**config.mk**
```make
export PLATFORM = sky130hd
export DESIGN_NAME = mem_arb_2to1
export DESIGN_NICKNAME = d
export VERILOG_FILES = /design/src/rtl/mem_arb_pkg.sv /design/src/rtl/mem_arb_tag_fifo.sv /design/src/rtl/mem_arb_2to1.sv
export SDC_FILE = /design/constraint.sdc
export NUM_CORES = 1
export LEC_CHECK = 0
export ABC_CLOCK_PERIOD_IN_PS = 3200
export CAP_MARGIN = 20
export CORE_AREA = 2 2 151 153
export CTS_CLUSTER_SIZE = 20
export DETAILED_ROUTE_END_ITERATION = 8
export DIE_AREA = 0 0 153 155
export PLACE_DENSITY_LB_ADDON = 0.1
export SYNTH_ARGS = -nofsm -noshare
export SYNTH_HDL_FRONTEND = slang
export SYNTH_SLANG_ARGS = --single-unit
```
**constraint.sdc**
```tcl
create_clock -name clk -period 3.2 [get_ports clk]
set_input_delay 0.32 -clock clk [delete_from_list [all_inputs] [get_ports clk]]
set_output_delay 0.32 -clock clk [all_outputs]
set_load 0.03 [all_outputs]
```
**src/rtl/mem_arb_pkg.sv**
```systemverilog
// Shared types for the 2:1 memory arbiter: port IDs and memory message payloads.
package mem_arb_pkg;

    localparam int unsigned MEM_TYPE_W   = 3;
    localparam int unsigned MEM_OPAQUE_W = 8;
    localparam int unsigned MEM_ADDR_W   = 32;
    localparam int unsigned MEM_LEN_W    = 2;
    localparam int unsigned MEM_DATA_W   = 32;
    localparam int unsigned MEM_TEST_W   = 2;

    localparam logic [MEM_TYPE_W-1:0] MEM_TYPE_READ  = 3'd0;
    localparam logic [MEM_TYPE_W-1:0] MEM_TYPE_WRITE = 3'd1;

    // Requester identity carried in the tag FIFO
    typedef logic port_id_t;

    localparam port_id_t PORT_IMEM = 1'b0;
    localparam port_id_t PORT_DMEM = 1'b1;

    typedef struct packed {
        logic [MEM_TYPE_W-1:0]   typ;
        logic [MEM_OPAQUE_W-1:0] opaque;
        logic [MEM_ADDR_W-1:0]   addr;
        logic [MEM_LEN_W-1:0]    len;
        logic [MEM_DATA_W-1:0]   data;
    } mem_req_4B_t;

    typedef struct packed {
        logic [MEM_TYPE_W-1:0]   typ;
        logic [MEM_OPAQUE_W-1:0] opaque;
        logic [MEM_TEST_W-1:0]   test;
        logic [MEM_LEN_W-1:0]    len;
        logic [MEM_DATA_W-1:0]   data;
    } mem_resp_4B_t;

endpackage

```
**src/rtl/mem_arb_tag_fifo.sv**
```systemverilog
// In-order FIFO of 1-bit grant IDs, one entry per outstanding memory request.
module mem_arb_tag_fifo
    import mem_arb_pkg::*;
#(
    parameter int unsigned DEPTH = 2
) (
    input  logic     clk,
    input  logic     rst_n,
    input  logic     push,
    input  port_id_t push_tag,
    input  logic     pop,
    output logic     full,
    output logic     empty,
    output port_id_t head
);

    // A depth of 1 still gets a 1-bit pointer; the count alone limits occupancy
    localparam int unsigned PTR_W = (DEPTH > 1) ? $clog2(DEPTH) : 1;
    localparam int unsigned CNT_W = $clog2(DEPTH) + 1;
    localparam int unsigned SLOTS = 2 ** PTR_W;

    logic [SLOTS-1:0] tags;
    logic [PTR_W-1:0] wr_ptr;
    logic [PTR_W-1:0] rd_ptr;
    logic [CNT_W-1:0] count;
    logic             do_push;
    logic             do_pop;

    assign full    = (count == CNT_W'(DEPTH));
    assign empty   = (count == '0);
    assign head    = tags[rd_ptr];
    assign do_push = push & ~full;
    assign do_pop  = pop & ~empty;

    // Pointer, count and storage update; pointers wrap naturally
    always_ff @(posedge clk or negedge rst_n) begin
        if (!rst_n) begin
            tags   <= '0;
            wr_ptr <= '0;
            rd_ptr <= '0;
            count  <= '0;
        end else begin
            if (do_push) begin
                tags[wr_ptr] <= push_tag;
                wr_ptr       <= wr_ptr + PTR_W'(1);
            end
            if (do_pop) begin
                rd_ptr <= rd_ptr + PTR_W'(1);
            end
            if (do_push && !do_pop) begin
                count <= count + CNT_W'(1);
            end else if (do_pop && !do_push) begin
                count <= count - CNT_W'(1);
            end
        end
    end

endmodule

```
**src/rtl/mem_arb_2to1.sv**
```systemverilog
// Shares one memory port between instruction fetch (port 0) and data (port 1),
// routing in-order responses back by the tag recorded at request acceptance.
module mem_arb_2to1
    import mem_arb_pkg::*;
#(
    parameter int unsigned MAX_OUTSTANDING = 2,
    parameter bit          FIXED_PRIO      = 1'b0
) (
    input  logic         clk,
    input  logic         rst_n,

    input  mem_req_4B_t  req0_msg,
    input  logic         req0_val,
    output logic         req0_rdy,
    input  mem_req_4B_t  req1_msg,
    input  logic         req1_val,
    output logic         req1_rdy,

    output mem_resp_4B_t resp0_msg,
    output logic         resp0_val,
    input  logic         resp0_rdy,
    output mem_resp_4B_t resp1_msg,
    output logic         resp1_val,
    input  logic         resp1_rdy,

    output mem_req_4B_t  mem_req_msg,
    output logic         mem_req_val,
    input  logic         mem_req_rdy,

    input  mem_resp_4B_t mem_resp_msg,
    input  logic         mem_resp_val,
    output logic         mem_resp_rdy
);

    logic     fifo_full;
    logic     fifo_empty;
    port_id_t head_tag;
    port_id_t gnt;
    logic     gnt_val;
    logic     locked;
    port_id_t lock_gnt;
    port_id_t last_gnt;
    logic     req_fire;
    logic     resp_fire;
    logic     route_val;

    // Grant selection: a stalled grant is held, otherwise arbitrate among valid ports
    always_comb begin
        gnt     = PORT_IMEM;
        gnt_val = 1'b0;
        if (locked) begin
            gnt     = lock_gnt;
            gnt_val = (lock_gnt == PORT_DMEM) ? req1_val : req0_val;
        end else if (!fifo_full) begin
            if (req0_val && req1_val) begin
                gnt_val = 1'b1;
                gnt     = FIXED_PRIO ? PORT_DMEM : port_id_t'(~last_gnt);
            end else if (req0_val) begin
                gnt_val = 1'b1;
                gnt     = PORT_IMEM;
            end else if (req1_val) begin
                gnt_val = 1'b1;
                gnt     = PORT_DMEM;
            end
        end
    end

    // Request path: zero-latency pass-through of the granted port
    assign mem_req_val = rst_n & gnt_val;
    assign mem_req_msg = (gnt == PORT_DMEM) ? req1_msg : req0_msg;
    assign req0_rdy    = mem_req_val & (gnt == PORT_IMEM) & mem_req_rdy;
    assign req1_rdy    = mem_req_val & (gnt == PORT_DMEM) & mem_req_rdy;
    assign req_fire    = mem_req_val & mem_req_rdy;

    // Response path: head tag steers the memory response to its originator
    assign route_val    = rst_n & mem_resp_val & ~fifo_empty;
    assign resp0_val    = route_val & (head_tag == PORT_IMEM);
    assign resp1_val    = route_val & (head_tag == PORT_DMEM);
    assign resp0_msg    = mem_resp_msg;
    assign resp1_msg    = mem_resp_msg;
    assign mem_resp_rdy = rst_n & ~fifo_empty &
                          ((head_tag == PORT_DMEM) ? resp1_rdy : resp0_rdy);
    assign resp_fire    = mem_resp_val & mem_resp_rdy;

    // Lock holds a grant the memory did not take; last_gnt moves only on handshake
    always_ff @(posedge clk or negedge rst_n) begin
        if (!rst_n) begin
            locked   <= 1'b0;
            lock_gnt <= PORT_IMEM;
            last_gnt <= PORT_DMEM;
        end else begin
            locked   <= mem_req_val & ~mem_req_rdy;
            lock_gnt <= gnt;
            if (req_fire) begin
                last_gnt <= gnt;
            end
        end
    end

    mem_arb_tag_fifo #(
        .DEPTH    (MAX_OUTSTANDING)
    ) u_tag_fifo (
        .clk      (clk),
        .rst_n    (rst_n),
        .push     (req_fire),
        .push_tag (gnt),
        .pop      (resp_fire),
        .full     (fifo_full),
        .empty    (fifo_empty),
        .head     (head_tag)
    );

    // A memory response with no outstanding request is a protocol error
    resp_needs_tag: assert property (@(posedge clk) disable iff (!rst_n)
                                     !(mem_resp_val && fifo_empty));

endmodule

```
### Word-level counts from Yosys, hierarchy flattened

Index checks and enable logic that the tools add are counted.

* output and inout port bits: 177
* bits in registers: 9
* input bits: 209

* $lt $le $gt $ge: 3
* add/subtract/negate cells: 4
* muxes and demuxes: 19
* eq/ne operators: 1
* reductions and logical operators: 8
* bitwise operators: 22

Operators with widths (number)
* two-way mux 77 bit: 1
* AND 1 bit: 16
* two-way mux 1 bit: 14
* inverter 1 bit: 6
* logical AND 1 bit: 4
* < comparator 1 x 2 -> 1 bit, second input constant: 2
* two-way mux 2 bit: 2
* adder 1 bit, second input constant: 2
* adder 2 x 1 -> 2 bit, second input constant: 1
* bitwise mux 2 bit: 1
* == test 2 bit, second input constant: 1
* zero test 1 bit: 2
* zero test 2 bit: 1
* nonzero test 2 bit: 1
* subtractor 2 x 1 -> 2 bit, second input constant: 1
* demux 1 bit (select 1 bit): 1
* greater-or-equal comparator 1 bit, second input constant: 1

### Longest topological paths before layout

Gate-level depths: netlist of the first run.

* depth after elaboration: 12
* depth in mapped cells: 7
* mapped depth without buffers: 7

### Cells and area by module

A second synthesis of the first run with hierarchy kept.

* cell total of the unflattened synthesis: 226
* area total of the unflattened synthesis: 2118.3 um^2

By module, submodules not included
* mem_arb_2to1: instances 1, sequential area each 76.3 um^2, cells an instance 203, area each 1834.3 um^2
* mem_arb_tag_fifo: instances 1, sequential area each 150.1 um^2, cells an instance 23, area each 284.0 um^2

### Worst setup path before layout of the first run

Ideal clock, no wire load.

* kind: register to output
* start point: register u_tag_fifo.count[0]
* end point: output req0_rdy
* arrival: 1595 ps
* stages on the path, launching flop included: 6
* path slack: 1285 ps
* cells stage by stage: dfrtp_1 > nand2b_1 > a32oi_2 > buf_4 > inv_2 > nor2_1

* cells in the longest elaborated chain, start to end: 6

Ends and longest elaborated chain
* from (decl): RTL line mem_arb_tag_fifo.sv:25 `logic [CNT_W-1:0] count;`
* from (signal assigned): RTL line mem_arb_tag_fifo.sv:51 `count <= count + CNT_W'(1);`
* from (signal assigned): RTL line mem_arb_tag_fifo.sv:53 `count <= count - CNT_W'(1);`
* == test 2 bit: RTL line mem_arb_tag_fifo.sv:29 `assign full = (count == CNT_W'(DEPTH));`
* two-way mux 1 bit: RTL line mem_arb_2to1.sv:54 `end else if (!fifo_full) begin`
* two-way mux 1 bit: RTL line mem_arb_2to1.sv:51 `if (locked) begin`
* named net gnt: RTL line mem_arb_2to1.sv:38 `port_id_t gnt;`
* inverter 1 bit: RTL line mem_arb_2to1.sv:71 `assign req0_rdy = mem_req_val & (gnt == PORT_IMEM) & mem_req_rdy;`
* AND 1 bit (2 in a row): RTL line mem_arb_2to1.sv:71
* to (decl): RTL line mem_arb_2to1.sv:14 `output logic req0_rdy,`

The timed path passes the listed nets, and every way through them passes these cells.

==> out/results.txt, run 1 <==
The flow ran to the end, and the final reports show no timing, DRC or antenna violations. In the final timing run, aggregate negative setup slack is 0 ns. The count of flip-flops with a built-in enable after synthesis is 0, and the count of pins on the block boundary is 386. For the worst max-slew margin expressed relative to the limit, the log shows 74.55%. The tools report the worst-case hold slack as 0.4735 ns.

The port buffer count was 244; the largest net degree at the start of global routing was 65. The aggregate routed wire length is 9790 microns, and the share of synthesized flip-flops with an asynchronous set or reset is 100.0%. Critical path class: input pin to primary output. Summed over all layers, the global routing overflow is 0. The cell area that synthesis handed to floorplanning was 2100 sq um.

The internal power of the cells totals 1303 uW. The post-synthesis to final-layout area growth is 103.0%, and the total power density per cell area is 556.7 nW/um^2. Setup repair after global routing left no endpoint under its margin. Synthesis inferred 9 register bits. In the final routed layout, each cell accounts on average for 14.88 microns. The number of remaining DRC errors is 0. The critical path goes through clkdlybuf4s50_1, nor2b_1, a32oi_4, buf_12, mux2_2, clkdlybuf4s50_1.

The synthesized area divided by synthesized cell count was 9.373 sq um; the die height was 155 microns. The die extent in x works out to 153 microns. At the pin with the least slew margin, the transition time is 0.3818 ns.

The category of the worst setup path capture point was a primary output. Summed over all cells, the static leakage comes to 0.001539 uW. Leading register cell type out of synthesis: sky130_fd_sc_hd__dfrtp_1. The worst setup path is launched from an input pin. Sorting the synthesized cells by area gives the leading types as sky130_fd_sc_hd__mux2_2 (38%), sky130_fd_sc_hd__buf_4 (34%), sky130_fd_sc_hd__dfrtp_1 (9.5%), sky130_fd_sc_hd__mux2_1 (4.8%), sky130_fd_sc_hd__buf_2 (1.7%).

The tools report the via count of the first global-routing pass as 2,334. No sink is reached through more buffers than the 2 on the longest clock path. Of the total power, combinational logic draws 81.3%.

The maximum VDD drop came out at 0.0002346 V. Setup violations remaining at the end of the flow were counted as 0. Clock latency on the worst-skew pair, taken at its later pin, is 0.23 ns. On the worst path, the slowest cell contributes a delay of 0.62 ns. The run gives 9.4% as the sequential fraction of design power. Routability-driven placement finished with a final weighted congestion of 0.7124. In this run, post-CTS repair resized a total of 0 instances. Switching power: 1069 uW. For this run, the number of Yosys warnings is 0. On the critical path, the stage with the largest delay is an instance of sky130_fd_sc_hd__clkdlybuf4s50_1. TritonCTS built the clock tree. The number of CTS-inserted buffers is 3.

The number of iterations in the first detailed-routing pass was 4; the total of hold buffers inserted after clock tree synthesis was 0. The most numerous cell type found on the critical path is sky130_fd_sc_hd__clkdlybuf4s50_1. The number of nets in the synthesized netlist is 434, and the ratio of cells with drive above 1 in the final layout is 22.79%.

The number of antenna diodes in the final layout is 0. The core region is 22,230 sq um. The area share of the leading cell type in the synthesized netlist is 37.54%, and the number of nets in the layout is 584. The tree is rooted in a sky130_fd_sc_hd__clkbuf_16. The share of the Yosys chip area taken by registers is 10.79%. After layout, the worst path uses 92.04% of the clock period. The arrival time at the worst endpoint is 2.63 ns.

The number of different library cells used by synthesis comes to 26. The count of clock tree sinks is 9, and the final critical path time including I/O delays and setup is 2.945 ns. The tools report the total half-perimeter wirelength after legalization and detailed placement as 8646 microns.

The tools report the initial standard-cell utilization of the core as 9.446%. The number of standard-cell rows in the floorplan was 55. The library cell with the largest summed area after synthesis is sky130_fd_sc_hd__mux2_2. Once detail routing completed, the nets flagged for antenna violations numbered 0. The H-tree depth is 1. Across all register-to-register paths, the minimum setup slack is 1.34 ns.

At the worst endpoint, the required time is 2.88 ns. The min-delay analysis places its worst path in the category input pin to asynchronous set/reset pin. The logs give 0 for the hold violation count in the final report and 0 for the number of setup buffers added after CTS. The logs give 0 for the number of antenna violations at the first check in global routing and 13,970 microns for the wire length of the first global-routing pass.

The final number of max-transition violations was 0; the first-iteration detailed-routing DRC count was 24. The die outline area was 23,720 sq um; the fraction of power spent switching nets was 45.07%. After clock tree synthesis, the clock-pin slew on the worst setup and hold paths is 0.04 ns. Total global routing track utilization: 7.601%.

The peak fanout along the critical path works out to 64. Derived from the worst setup path, the maximum achievable clock frequency is 339.5 MHz. Across the run, the number of max-cap violations was 0.

The clock group share of total power is 9.3%, and the detailed-route via count is 2,106. Counting every instance in the synthesized netlist gives 224. Using the TritonRoute via totals, the vias-per-cell ratio works out to 3.201. Post-route clock skew: 0.0004109 ns.
==> final cells by class <==
class | instances | area, sq um
sequential | 9 | 226.5
clock buffer | 4 | 78.83
multi-input combinational | 112 | 1132
fill | 2471 | 17960
tap | 285 | 356.6
timing repair buffer | 247 | 2465
inverter | 1 | 3.754
==> per-layer routing <==
| layer | vias to the layer above | global-route usage [%] | part of all wire (%) |
|---|---|---|---|
| li1 | 970 | - | - |
| met1 | 932 | 7.312 | 33 |
| met5 | - | 0 | 0 |
| met4 | 0 | 1.455 | 1.2 |
| met2 | 189 | 14.71 | 53 |
| met3 | 15 | 3.705 | 13 |
==> sequential cells by signal, indices dropped and copies added, names as in the netlist <==
name	cells
last_gnt	1
lock_gnt	1
locked	1
u_tag_fifo.count	2
u_tag_fifo.rd_ptr	1
u_tag_fifo.tags	2
u_tag_fifo.wr_ptr	1
==> synthesized netlist by cell type (all sizes together) (2+ instances only) <==
| cell | instances |
|---|---|
| buf | 102 |
| mux2i | 3 |
| nor2b | 3 |
| xnor2 | 2 |
| nor2 | 5 |
| xor2 | 3 |
| o21ai | 2 |
| a31oi | 2 |
| nand2 | 2 |
| dfrtp | 8 |
| mux2 | 79 |
==> worst max-delay path: cells and delay by family <==
kind	cells	cell delay, ns
AOI/OAI and AO/OA	1	0.28
and+or+nand+nor	1	0.17
muxes	1	0.38
buffers and inverters	3	1.39
==> stage by stage <==
stage / cells / area (sq um) / power (uW) / worst slack [ns] / utilization (%)
after floorplan: 224 / 2100 / 1580 / 1.285 / -
after global placement: 654 / 4184 / 2199 / 0.2530 / 18.82
after detailed placement: 654 / 4184 / 2181 / 0.2485 / 18.82
after CTS: 658 / 4263 / 2422 / 0.2391 / 19.18
after global routing: 658 / 4263 / 2512 / 0.1635 / 19.18
final: 658 / 4263 / 2373 / 0.2548 / 19.18
==> power groups by stage <==
stage          Clock [uW]  Sequential, uW  Combinational, uW
6_report              220             223               1930
5_1_grt               236             230               2050
4_1_cts               229             224               1970
3_5_place_dp            0             224               1960
3_3_place_gp            0             223               1980
2_1_floorplan           0             208               1370
==> final timing paths <==
| check | end | start | cells past startpoint |
|---|---|---|---|
| max | mem_req_msg[40] | req1_val | 6 |
| min | u_tag_fifo.count[1] | rst_n | 2 |
| max reg2reg | u_tag_fifo.count[1] | u_tag_fifo.rd_ptr | 7 |
| min reg2reg | u_tag_fifo.rd_ptr | u_tag_fifo.rd_ptr | 1 |
| max in group asynchronous | last_gnt | rst_n | 2 |
| min in group clk | u_tag_fifo.rd_ptr | u_tag_fifo.rd_ptr | 1 |
==> layout by cell type (no fill, tap or decap) <==
cell type | netlist | final
sky130_fd_sc_hd__mux2_2 | 70 | 70
sky130_fd_sc_hd__clkdlybuf4s50_1 | 0 | 239
sky130_fd_sc_hd__nor2_1 | 5 | 5
sky130_fd_sc_hd__nand2b_1 | 1 | 1
sky130_fd_sc_hd__o2111ai_1 | 1 | 1
sky130_fd_sc_hd__o21ai_0 | 2 | 2
sky130_fd_sc_hd__mux2_1 | 9 | 9
sky130_fd_sc_hd__clkbuf_16 | 0 | 3
sky130_fd_sc_hd__nor2b_1 | 3 | 3
sky130_fd_sc_hd__a32oi_4 | 0 | 1
sky130_fd_sc_hd__buf_12 | 0 | 1
sky130_fd_sc_hd__o21a_1 | 1 | 1
sky130_fd_sc_hd__a31oi_1 | 2 | 2
sky130_fd_sc_hd__nand2_1 | 2 | 2
sky130_fd_sc_hd__dfstp_2 | 1 | 1
sky130_fd_sc_hd__or2_2 | 1 | 1
sky130_fd_sc_hd__xnor2_1 | 2 | 2
sky130_fd_sc_hd__dfrtp_1 | 8 | 8
sky130_fd_sc_hd__and3_1 | 1 | 1
sky130_fd_sc_hd__o211ai_1 | 1 | 1
sky130_fd_sc_hd__and2_1 | 1 | 1
sky130_fd_sc_hd__nand3b_1 | 1 | 1
sky130_fd_sc_hd__inv_2 | 1 | 1
sky130_fd_sc_hd__xor2_1 | 3 | 3
sky130_fd_sc_hd__mux2i_1 | 3 | 3
sky130_fd_sc_hd__buf_4 | 95 | 7
sky130_fd_sc_hd__ha_1 | 1 | 1
sky130_fd_sc_hd__a21oi_1 | 1 | 1
sky130_fd_sc_hd__clkbuf_1 | 0 | 1
==> cells by family (layout without fill, tap and decap cells) <==
logic type / count (synthesis) / count (layout) / share of synthesized area (%)
buffers and inverters: 103 / 252 / 35.82
multiplexers: 82 / 82 / 43.80
AND/OR/NAND/NOR: 15 / 15 / 3.696
AO/OA/AOI/OAI: 9 / 9 / 3.218
flip-flops: 9 / 9 / 10.79
XOR/XNOR: 5 / 5 / 2.086
adder cells (fa/ha/maj): 1 / 1 / 0.5959
Note: power is estimated with default switching activity, not from simulation.
==> inputs of run 2 (changes only) <==
Settings changed: ABC_CLOCK_PERIOD_IN_PS 3200 to not set.
==> results of run 2 <==
Final layout, timing and power as in run 1 (identical DEF).
==> inputs of run 3 (changes only) <==
Settings changed: PLACE_DENSITY set to 0.46, PLACE_DENSITY_LB_ADDON 0.1 to not set, SKIP_CTS_REPAIR_TIMING set to 1.
==> run 3 against run 2 <==
  * Sequential power about the same
  * Critical path depth fell by 1
  * First-iteration DRC count increased by 130%
  * Sequential share of layout area is essentially flat
  * Critical endpoint is now mem_req_msg[14]
==> out/results.txt, run 3 (same netlist as run 1, synthesis figures left out) <==
The run gives 9 (unchanged) as the count of clock tree sinks. The maximum cell stage delay along the critical path was 0.60 ns (-0.02 ns). Traced cell by cell, the critical path runs through nand2b_1, a32oi_4, buf_12, mux2_2, clkdlybuf4s50_1. The clock transition time at the flip-flop clock pins of the worst setup and hold paths is 0.04 ns (about the same), and the largest net degree at the start of global routing is 46 (-29%).

The critical path launch point type is a register. Compared with the post-synthesis result, the final layout area differs by 102.4%. For the detailed-route via count, the log shows 2,113 (+0.33%). The maximum VDD drop was 0.0002010 V (-14%); the slew at the pin with the worst max-slew slack was 0.3434 ns (-0.03831 ns). For the count of pins on the block boundary, the log shows 386 (unchanged). Post-route clock skew: 0.0007000 ns (+0.0002892 ns).

For the arrival time at the worst endpoint, the log shows 2.55 ns (-0.08 ns). The number of diodes added for antenna fixing is 0 (unchanged). The most common library cell in the layout ignoring fill and taps was sky130_fd_sc_hd__clkdlybuf4s50_1.

TritonCTS built the clock tree. The peak fanout along the critical path is 45 (-30%). The switching power was 1073 uW (+0.34%).

Total power density per cell area: 559.4 nW/um^2 (+0.49%). Setup repair after global routing left no endpoint under its margin. The logs give 348.6 MHz (+2.7%) for the achievable clock frequency and 2,323 (-0.47%) for the via count of the first global-routing pass. The critical path class was register to primary output. The count of filler cells inserted in the layout was 2,438 (-1.3%); the number of buffers on the longest clock path was 2 (unchanged). The count of max-cap constraint violations was 0 (unchanged).

Port buffer count: 244 (unchanged). The sequential fraction of design power is 9.3% (about the same), and the fraction of power spent switching nets is 45.13% (+0.064 points). The routed wire length per instance was 13.52 microns (-9.2%); the number of antenna-violating nets in the routed design was 0 (unchanged). The combinational fraction of design power is 81.3% (about the same).

Area of the placeable core: 22,230 sq um (unchanged). Hold violation count in the final report: 0 (unchanged). The critical path required time came out at 2.88 ns (about the same). The tools report the clock insertion delay at the later pin of the skew report as 0.23 ns (about the same).

The root buffer cell chosen for the clock tree is sky130_fd_sc_hd__clkbuf_16. The run gives 0.3368 ns (+0.08835 ns) as the setup slack at placement. The initial standard-cell utilization of the core was 9.446% (unchanged). The largest registers in the layout are u_tag_fifo.count: 2 flops, u_tag_fifo.tags: 2 flops.

Die extent in x: 153 microns (unchanged). The final critical path time including I/O delays and setup came out at 2.868 ns (-0.07697 ns). The run gives 584 (unchanged) as the number of nets in the layout.

STA classifies the critical path endpoint as a primary output. The internal power contribution was 1305 uW (about the same); the static leakage power was 0.001554 uW (+0.93%). The die height came out at 155 microns (unchanged).

The flow ran to the end, and the final reports show no timing, DRC or antenna violations. The first-iteration detailed-routing DRC count is 56 (+130%), and the final number of max-transition violations is 0 (unchanged). The number of CTS-inserted buffers is 3 (unchanged), and the worst max-slew margin expressed relative to the limit is 76.45% (+1.9 points).

The number of remaining DRC errors is 0 (unchanged). The number of antenna violations at the first check in global routing was 0 (unchanged). The run gives 0.7052 (-1.0%) as the placer's final routability congestion estimate. For the aggregate routed wire length, the log shows 8894 microns (-9.2%). The setup TNS after final layout was 0 ns (unchanged). Among all stages on the critical path, the largest delay is contributed by sky130_fd_sc_hd__clkdlybuf4s50_1. The library cells used most frequently in the layout, excluding fill and tap cells, are sky130_fd_sc_hd__clkdlybuf4s50_1 (229), sky130_fd_sc_hd__mux2_2 (70), sky130_fd_sc_hd__buf_4 (16), sky130_fd_sc_hd__mux2_1 (9), sky130_fd_sc_hd__dfrtp_1 (8). The run gives 9.3% (about the same) as the clock group share of total power.

The tools report the wire length of the first global-routing pass as 12,540 microns (-10%). For the H-tree depth, the log shows 1 (unchanged). The logs give 55 (unchanged) for the number of standard-cell rows in the floorplan and 6.739% (-0.86 points) for the total global routing track utilization. The share of the clock period used by the worst path after layout came out at 89.63% (-2.4 points). The logs give 0 (unchanged) for the total global routing overflow and 0.3317 ns (+0.07697 ns) for the setup slack of the critical path after layout.

The number of vias per cell works out to 3.211 (+0.33%). Class of the tightest hold or removal check: input pin to asynchronous set/reset pin. The number of iterations in the first detailed-routing pass is 4 (unchanged). The tools report the count of final setup violators as 0 (unchanged). The ratio of cells with drive above 1 in the final layout was 25.47% (+2.7 points).

The tools report the total half-perimeter wirelength after legalization and detailed placement as 7887 microns (-8.8%). The die outline area was 23,720 sq um (unchanged).
==> run 3: layout make-up <==
class / instances / area (sq um) / area share (%)
Clock buffer: 4 / 78.83 / 1.855
Sequential cell: 9 / 226.5 / 5.328
Inverter: 1 / 3.754 / 0.08831
Tap cell: 285 / 356.6 / 8.390
Multi-Input combinational cell: 112 / 1132 / 26.64
Timing Repair Buffer: 247 / 2452 / 57.70
==> run 3: power by group through the flow <==
stage	Combinational [uW]	Clock [uW]	Sequential, uW
floorplan	1370	0	208
global placement	1950	0	221
detailed placement	1950	0	222
CTS	1960	224	222
global route	2040	228	228
finish	1930	222	222
==> run 3: path summary, 6_finish.rpt <==
| check | startpoint | endpoint | slack [ns] | cells after the start |
|---|---|---|---|---|
| worst max register to register | u_tag_fifo.rd_ptr | u_tag_fifo.count[1] | 1.26 | 6 |
| min in group clk | u_tag_fifo.rd_ptr | u_tag_fifo.rd_ptr | 0.50 | 1 |
| worst min register to register | u_tag_fifo.rd_ptr | u_tag_fifo.rd_ptr | 0.50 | 1 |
| worst min-delay path | rst_n | u_tag_fifo.count[1] | 0.48 | 2 |
| worst max-delay path | u_tag_fifo.count[0] | mem_req_msg[14] | 0.33 | 5 |
| max in group asynchronous | rst_n | last_gnt | 2.50 | 2 |
==> run 3: worst max-delay path, delay by kind of cell (launching register included) <==
family	cells	cell delay (ns)
flip-flops	1	0.43
multiplexers	1	0.38
buffers and inverters	2	0.87
AO/OA/AOI/OAI	1	0.34
AND/OR/NAND/NOR	1	0.26
==> run 3: through the flow <==
| step | util [%] | std cells | power, uW | hold WS (ns) | cell area (sq um) |
|---|---|---|---|---|---|
| after floorplan | - | 224 | 1580 | 0.02441 | 2100 |
| after global placement | 18.77 | 654 | 2166 | 0.4883 | 4172 |
| after detailed placement | 18.77 | 654 | 2175 | 0.4916 | 4172 |
| after CTS | 19.12 | 658 | 2410 | 0.4910 | 4250 |
| after global routing | 19.12 | 658 | 2498 | 0.5083 | 4250 |
| final | 19.12 | 658 | 2378 | 0.4806 | 4250 |
==> run 3: layer usage <==
| metal | wire, microns | global-route usage, % | vias to the layer above |
|---|---|---|---|
| li1 | - | - | 969 |
| met1 | 2931 | 6.553 | 926 |
| met2 | 4543 | 12.21 | 187 |
| met3 | 1186 | 3.454 | 31 |
| met4 | 233 | 2.557 | 0 |
| met5 | 0 | 0 | - |
